**src/rtl/mux_select_sequencer.sv**
```systemverilog
// Steps the 4:1 mux select through enabled channels, settles, samples f.
// Define MUX_SEQ_ONESHOT_EN for one sweep per rising edge of en.
module mux_select_sequencer #(
    parameter int DWELL_W = 8,
    parameter int SETTLE  = 2
) (
    input  logic               clk,
    input  logic               rst_n,
    input  logic               en,
    input  logic [DWELL_W-1:0] dwell,
    input  logic [3:0]         chan_mask,
    input  logic               f_in,
    output logic               s1,
    output logic               s0,
    output logic [3:0]         f_sample,
    output logic               sample_valid,
    output logic               sweep_done,
    output logic               busy
);

    typedef enum logic [1:0] {
        ST_IDLE,
        ST_SETTLE,
        ST_DWELL,
        ST_NEXT
    } state_t;

    localparam logic [3:0] SETTLE_LAST = 4'(SETTLE - 1);

    state_t             r_state;
    logic [1:0]         r_sel;
    logic [3:0]         r_fs;
    logic               r_sv;
    logic               r_sd;
    logic               r_busy;
    logic [3:0]         r_settle_cnt;
    logic [DWELL_W-1:0] r_dwell_cnt;

    logic [1:0]         w_low;
    logic [1:0]         w_nxt;
    logic [1:0]         w_idx;
    logic               w_wrap;
    logic               w_start;

`ifdef MUX_SEQ_ONESHOT_EN
    logic               r_en_d;
    assign w_start = en && !r_en_d;
`else
    assign w_start = en;
`endif

    // Nearest set bit above r_sel wins; offset 4 lands back on r_sel itself.
    always_comb begin
        w_low = 2'd0;
        for (int i = 3; i >= 0; i--) begin
            if (chan_mask[i]) w_low = 2'(i);
        end
        w_idx = 2'd0;
        w_nxt = r_sel;
        for (int k = 4; k >= 1; k--) begin
            w_idx = r_sel + 2'(k);
            if (chan_mask[w_idx]) w_nxt = w_idx;
        end
        w_wrap = (w_nxt <= r_sel);
    end

    always_ff @(posedge clk or negedge rst_n) begin
        if (!rst_n) begin
            r_state      <= ST_IDLE;
            r_sel        <= 2'd0;
            r_fs         <= 4'd0;
            r_sv         <= 1'b0;
            r_sd         <= 1'b0;
            r_busy       <= 1'b0;
            r_settle_cnt <= 4'd0;
            r_dwell_cnt  <= '0;
`ifdef MUX_SEQ_ONESHOT_EN
            r_en_d       <= 1'b0;
`endif
        end else begin
            r_sv <= 1'b0;
            r_sd <= 1'b0;
`ifdef MUX_SEQ_ONESHOT_EN
            r_en_d <= en;
`endif
            case (r_state)
                ST_IDLE: begin
                    if (w_start && (chan_mask != 4'd0)) begin
                        r_sel        <= w_low;
                        r_settle_cnt <= 4'd0;
                        r_state      <= ST_SETTLE;
                        r_busy       <= 1'b1;
                    end
                end
                ST_SETTLE: begin
                    if (!en) begin
                        r_state <= ST_IDLE;
                        r_busy  <= 1'b0;
                    end else if (r_settle_cnt == SETTLE_LAST) begin
                        r_fs[r_sel] <= f_in;
                        r_sv        <= 1'b1;
                        r_dwell_cnt <= dwell;
                        r_state     <= (dwell == '0) ? ST_NEXT : ST_DWELL;
                    end else begin
                        r_settle_cnt <= r_settle_cnt + 4'd1;
                    end
                end
                ST_DWELL: begin
                    if (!en) begin
                        r_state <= ST_IDLE;
                        r_busy  <= 1'b0;
                    end else if (r_dwell_cnt <= DWELL_W'(1)) begin
                        r_state <= ST_NEXT;
                    end else begin
                        r_dwell_cnt <= r_dwell_cnt - DWELL_W'(1);
                    end
                end
                ST_NEXT: begin
                    if (!en || (chan_mask == 4'd0)) begin
                        r_state <= ST_IDLE;
                        r_busy  <= 1'b0;
                    end else begin
                        r_sel        <= w_nxt;
                        r_sd         <= w_wrap;
                        r_settle_cnt <= 4'd0;
`ifdef MUX_SEQ_ONESHOT_EN
                        r_state <= w_wrap ? ST_IDLE : ST_SETTLE;
                        r_busy  <= !w_wrap;
`else
                        r_state <= ST_SETTLE;
`endif
                    end
                end
                default: begin
                    r_state <= ST_IDLE;
                    r_busy  <= 1'b0;
                end
            endcase
        end
    end

    assign s1           = r_sel[1];
    assign s0           = r_sel[0];
    assign f_sample     = r_fs;
    assign sample_valid = r_sv;
    assign sweep_done   = r_sd;
    assign busy         = r_busy;

endmodule

```
**config.mk**
```make
export PLATFORM = sky130hd
export DESIGN_NAME = mux_select_sequencer
export DESIGN_NICKNAME = d
export VERILOG_FILES = /design/src/rtl/mux_select_sequencer.sv
export SDC_FILE = /design/constraint.sdc
export NUM_CORES = 1
export LEC_CHECK = 0
export ABC_AREA = 1
export ABC_CLOCK_PERIOD_IN_PS = 2500
export BUFFER_PORTS_ARGS = -buffer_cell sky130_fd_sc_hd__buf_2
export CORE_AREA = 3 3 69 71
export CTS_CLUSTER_SIZE = 24
export DETAILED_ROUTE_END_ITERATION = 8
export DIE_AREA = 0 0 72 74
export HOLD_SLACK_MARGIN = 0.08
export PLACE_DENSITY = 0.58
export SYNTH_ARGS = -nofsm -noshare
export SYNTH_HDL_FRONTEND = slang
export SYNTH_SLANG_ARGS = --single-unit
```
**constraint.sdc**
```tcl
create_clock -name clk -period 2.5 [get_ports clk]
set_input_delay 0.25 -clock clk [delete_from_list [all_inputs] [get_ports clk]]
set_output_delay 0.25 -clock clk [all_outputs]
set_load 0.1 [all_outputs]
```
-- After elaboration in Yosys (flattened, before gate mapping)
Index checks and enable logic that the tools add are counted.
- equal/unequal tests: 15
- $add $sub $neg: 5
- mux-type cells: 46
- reduce and logical (&&, ||, !) cells: 18
- magnitude comparators: 7
- operators by type and width (operator ; number):
    $mux W8 ; 4
    $mux W2 ; 14
    $ne A2 B2 Y1 const B ; 9
    $mux W4 ; 4
    $pmux W8 S2 ; 1
    $mux W1 ; 14
    $lt A2 B3 Y1 const B ; 4
    $pmux W4 S3 ; 1
    $reduce_and A3 Y1 ; 4
    $reduce_and A5 Y1 ; 2
    $le A8 B1 Y1 const B ; 1
    $logic_not A8 Y1 ; 1
    $pmux W2 S4 ; 1
    $sub A8 B1 Y8 const B ; 1
    $bmux W1 S2 ; 3
    $ne A3 B3 Y1 const B ; 2
    $add A2 B2 Y2 const B ; 2
    $add A4 B1 Y4 const B ; 1
    $bwmux W4 ; 1
    $eq A2 B2 Y1 const B ; 2
    $eq A4 B1 Y1 const B ; 1
    $logic_not A4 Y1 ; 1
    $pmux W2 S2 ; 1
    $reduce_bool A2 Y1 ; 2
    13 further kinds ; 14
- register bits: 23
- logic and storage cells: 99
- output and inout port bits: 9
- bits of input ports: 16

-- Depth between registers and ports, before layout
- depth in word-level cells: 9
- gate-level depth with buffers: 14
- mapped depth without buffers: 14

-- Least setup slack after synthesis
OpenSTA, ideal clock, no wires.
- path type: register -> register
- start point: reg r_sel[1]
- end point: reg r_sd, in the netlist sweep_done
- data required time: 2428 ps
- cell stages (with the launch flop): 11
- buffers on the path: 0
- arrival: 2551 ps
- library setup time: 72 ps
- path slack: -122 ps
- clock period less this slack: 2622 ps
- path through: dfrtp_1 -> inv_1 -> ha_1 -> inv_1 -> nand2_1 -> a21boi_1 -> and2_1 -> ha_1 -> a21oi_1 -> a21oi_1 -> nor2_1
- word-level cells in the longest chain between the ends: 9
- elaborated cells on any way between the ends: 15
- those cells by class: add/sub: 3; order compare: 1; mux: 11
- RTL lines (what ; line ; RTL):
    start: declaration ; 31 ; logic [1:0] r_sel;
    start signal: assignment ; 89 ; r_sel <= w_low;
    start signal: assignment ; 123 ; r_sel <= w_nxt;
    $add A2 B2 Y2 ; 61 ; w_idx = r_sel + 2'(k);
    $bmux W1 S2 ; 62 ; if (chan_mask[w_idx]) w_nxt = w_idx;
    $mux W1 (not written as such) ; 62 ;
    $mux W2 (3 in series) ; 62 ;
    $le A2 B2 Y1 (*) ; 64 ; w_wrap = (w_nxt <= r_sel);
    $mux W1 (*) ; 119 ; if (!en || (chan_mask == 4'd0)) begin
    $mux W1 (*) ; 86 ; case (r_state)
    end signal: assignment ; 124 ; r_sd <= w_wrap;
    end: declaration ; 34 ; logic r_sd;
Every way passes the cells marked *; elsewhere a longest branch is shown, timed or not. The select of a mux whose other input is x is not followed.
A chain may end at the register's enable or synchronous reset.

-- Final worst setup path
Same ends and word-level chain as after synthesis.

==> run metrics <==
delay-heaviest family, CP=adder cells; combinational power share=63.7%; final sum of negative setup slack=0 ps; clk sinks=23; Critical Path Fanout Max=6; Mapped Cells=229; sequential cell area=578 sq um; critical path's slowest cell=dfrtp_2; final setup vio count=0; antenna cells=0; DP Area=1840 sq um; critical-path cell list=inv_1, ha_1, inv_1, nand2_1, a21boi_1, and2_1, ha_1, a21oi_1, a21oi_1, nor2_1; CTS tree=built; Synthesis Warnings=0; Synth Area in XOR/XNOR=2.09%; Synth Area in Compound Gates=12.4%; hold path depth=5; P_int=1.11 mW; WP depth=10; post-synth design cell area=1680 sq um; worst skew pair latency=270 ps; clock skew=2.79 ps; WP data arrival=2210 ps; first-pass GRT wire length=6170 um; H-tree Lvls=1; most common library cell in the layout ignoring fill and taps=nand2_1; die area=5330 sq um; IO buf count=24; number of remaining DRC errors=0; CORE AREA=4290 sq um; worst vdd ir=0.000430 V; run status=finished, final reports clean; max_cap viols=0; Avg Inst Size Synth=7.32 sq um; post-synthesis cell type count=33; sequential area share after synthesis=34.4%; Pleak=1.01 nW; chip width=72 um; syn nets=260; clock root cell=clkbuf_8; Fill cells=460; placed insts=302; detailed router's first-iteration violation count=123; Clk pwr share=9.5%; Critical Path End Type=flip-flop; Multi-input gate area=952 sq um; Min Clock Period, post-route=2010 ps; P_sw=1.38 mW; Power Density=1310 nW/um^2; 1st-pass router iterations=4; GPL Wtd Cong=0.812; multiplexer share of the synthesized area=0%; Hold Path Class=in2reg; f_max=498 MHz; Area growth syn-to-layout=13.4%; final instance area=1900 sq um; layout cells sized above 1=20.0%; Post-Route WL=3400 um; fin nets=287; Worst Path Buf+Inv=2; relative slew slack=64.5%; Net Sw Frac=55.5%; clock buffer depth=2; most frequent cells in the layout=66 x nand2_1, 29 x inv_1, 24 x buf_2; Crit path required time=2710 ps; CP max stage delay=450 ps; largest net degree at the start of global routing=24; RSZ-0062 raised after global routing=false; Die H=74 um; largest family of logic cells by synthesized area=simple AND/OR/NAND/NOR gates; Yosys reg bits=23; post-layout util=44.2%; Starting Density=39.0%; worst-margin pin slew=532 ps; Synth Area in Simple Gates=31.1%; PostCTS Resize Cnt=0; post-DP HPWL=2700 um; sequential share of power=26.8%; Final Hold Viols=0; DR WL/cell=11.1 um; final worst-path cycle share=80.3%; total grt overflow=0; vias in the first global route=1390; WS Path Type=reg2reg; Tot GR Track Use=14.4%; final slew viol count=0; worst reg-to-reg path cell count=10; antenna violations before repair=0; Clock transition at path regs=90 ps; vias per std cell=4.77; crit path launch type=flip-flop; CTS Buf Count=3; Adder-Cell Fraction of Synth Area=11.2%; # rows=24; post-route ant nets=0; total number of vias=1464; total I/O pin count=25; Finished Layout Cells=307
[stage by stage]
step	total power [mW]	worst slack [ps]	hold WS (ps)
6_report	2.49	492	286
5_1_grt	2.76	319	318
4_1_cts	2.52	507	278
3_5_place_dp	2.26	527	267
3_3_place_gp	2.26	569	270
2_1_floorplan	1.98	238	-45.6
[synthesized netlist by cell type (all sizes together)]
cell     n  area share, %
a21boi   2           0.90
a21oi    9            2.9
a31oi    4            1.5
and2     1           0.37
buf      1           0.67
clkbuf   2           0.52
clkinv   1           0.22
dfrtp   23             34
ha      15             11
inv     33            7.4
nand2   70             16
nand3   16            5.4
nand4    2           0.75
nor2    14            3.3
nor3     4            1.5
nor3b    3            1.6
nor4     2           0.75
o21ai   20            7.1
or2      2           0.75
or4      1           0.45
xnor2    1           0.52
xor2     3            1.6
[layer usage]
layer	GRT usage (%)	vias to the layer above	share of wire, %
met1	20.8	650	53
met2	21.9	20	42
li1	-	789	-
met4	3.97	0	1.4
met3	3.11	5	3.7
met5	0	-	0
[sequential cells by signal (all words and copies together) (netlist names)]
signal        flops
f_sample          4
r_state           2
sweep_done        1
busy              1
sample_valid      1
r_sel             2
r_dwell_cnt       8
r_settle_cnt      4
[power groups by stage]
| stage | Combinational [mW] | Clock [mW] | Sequential, mW |
|---|---|---|---|
| floorplan | 0.908 | 0 | 1.07 |
| global placement | 1.58 | 0 | 0.672 |
| detailed placement | 1.59 | 0 | 0.675 |
| CTS | 1.59 | 0.255 | 0.669 |
| global route | 1.80 | 0.262 | 0.693 |
| finish | 1.59 | 0.237 | 0.668 |
[worst min-delay path, delay by kind of cell]
kind / cells / cell delay (ps)
buffers and inverters: 1 / 90
AND/OR/NAND/NOR: 4 / 190
[final timing paths]
check,start,endpoint,slack (ps)
setup reg to reg,r_sel[1],sweep_done,490
max in group asynchronous,rst_n,r_sel[0],1620
min in group asynchronous,rst_n,f_sample[2],490
hold / removal,dwell[7],r_dwell_cnt[7],290
hold reg to reg,busy,busy,500
setup / recovery,r_sel[1],sweep_done,490
[logic make-up after synthesis]
kind of cell               Yosys count
and+or+nand+nor                    115
buffers and inverters               37
AOI/OAI and AO/OA                   35
DFF                                 23
adders and majority gates           15
xor gates and xnor gates             4
[layout make-up]
class                      instances  area share [%]
timing repair buffer              25            6.85
sequential                        23            30.4
multi-input combinational        169            50.1
clock inverter                     1           0.264
clock buffer                       3            2.17
tap                               52            3.43
inverter                          34            6.72
[repair_timing]
action | in CTS | in global routing
setup buffers | 0 | 0
hold endpoints to repair | 23 | 0
hold buffers | 1 | 0
Note: power is estimated with default switching activity, not from simulation.
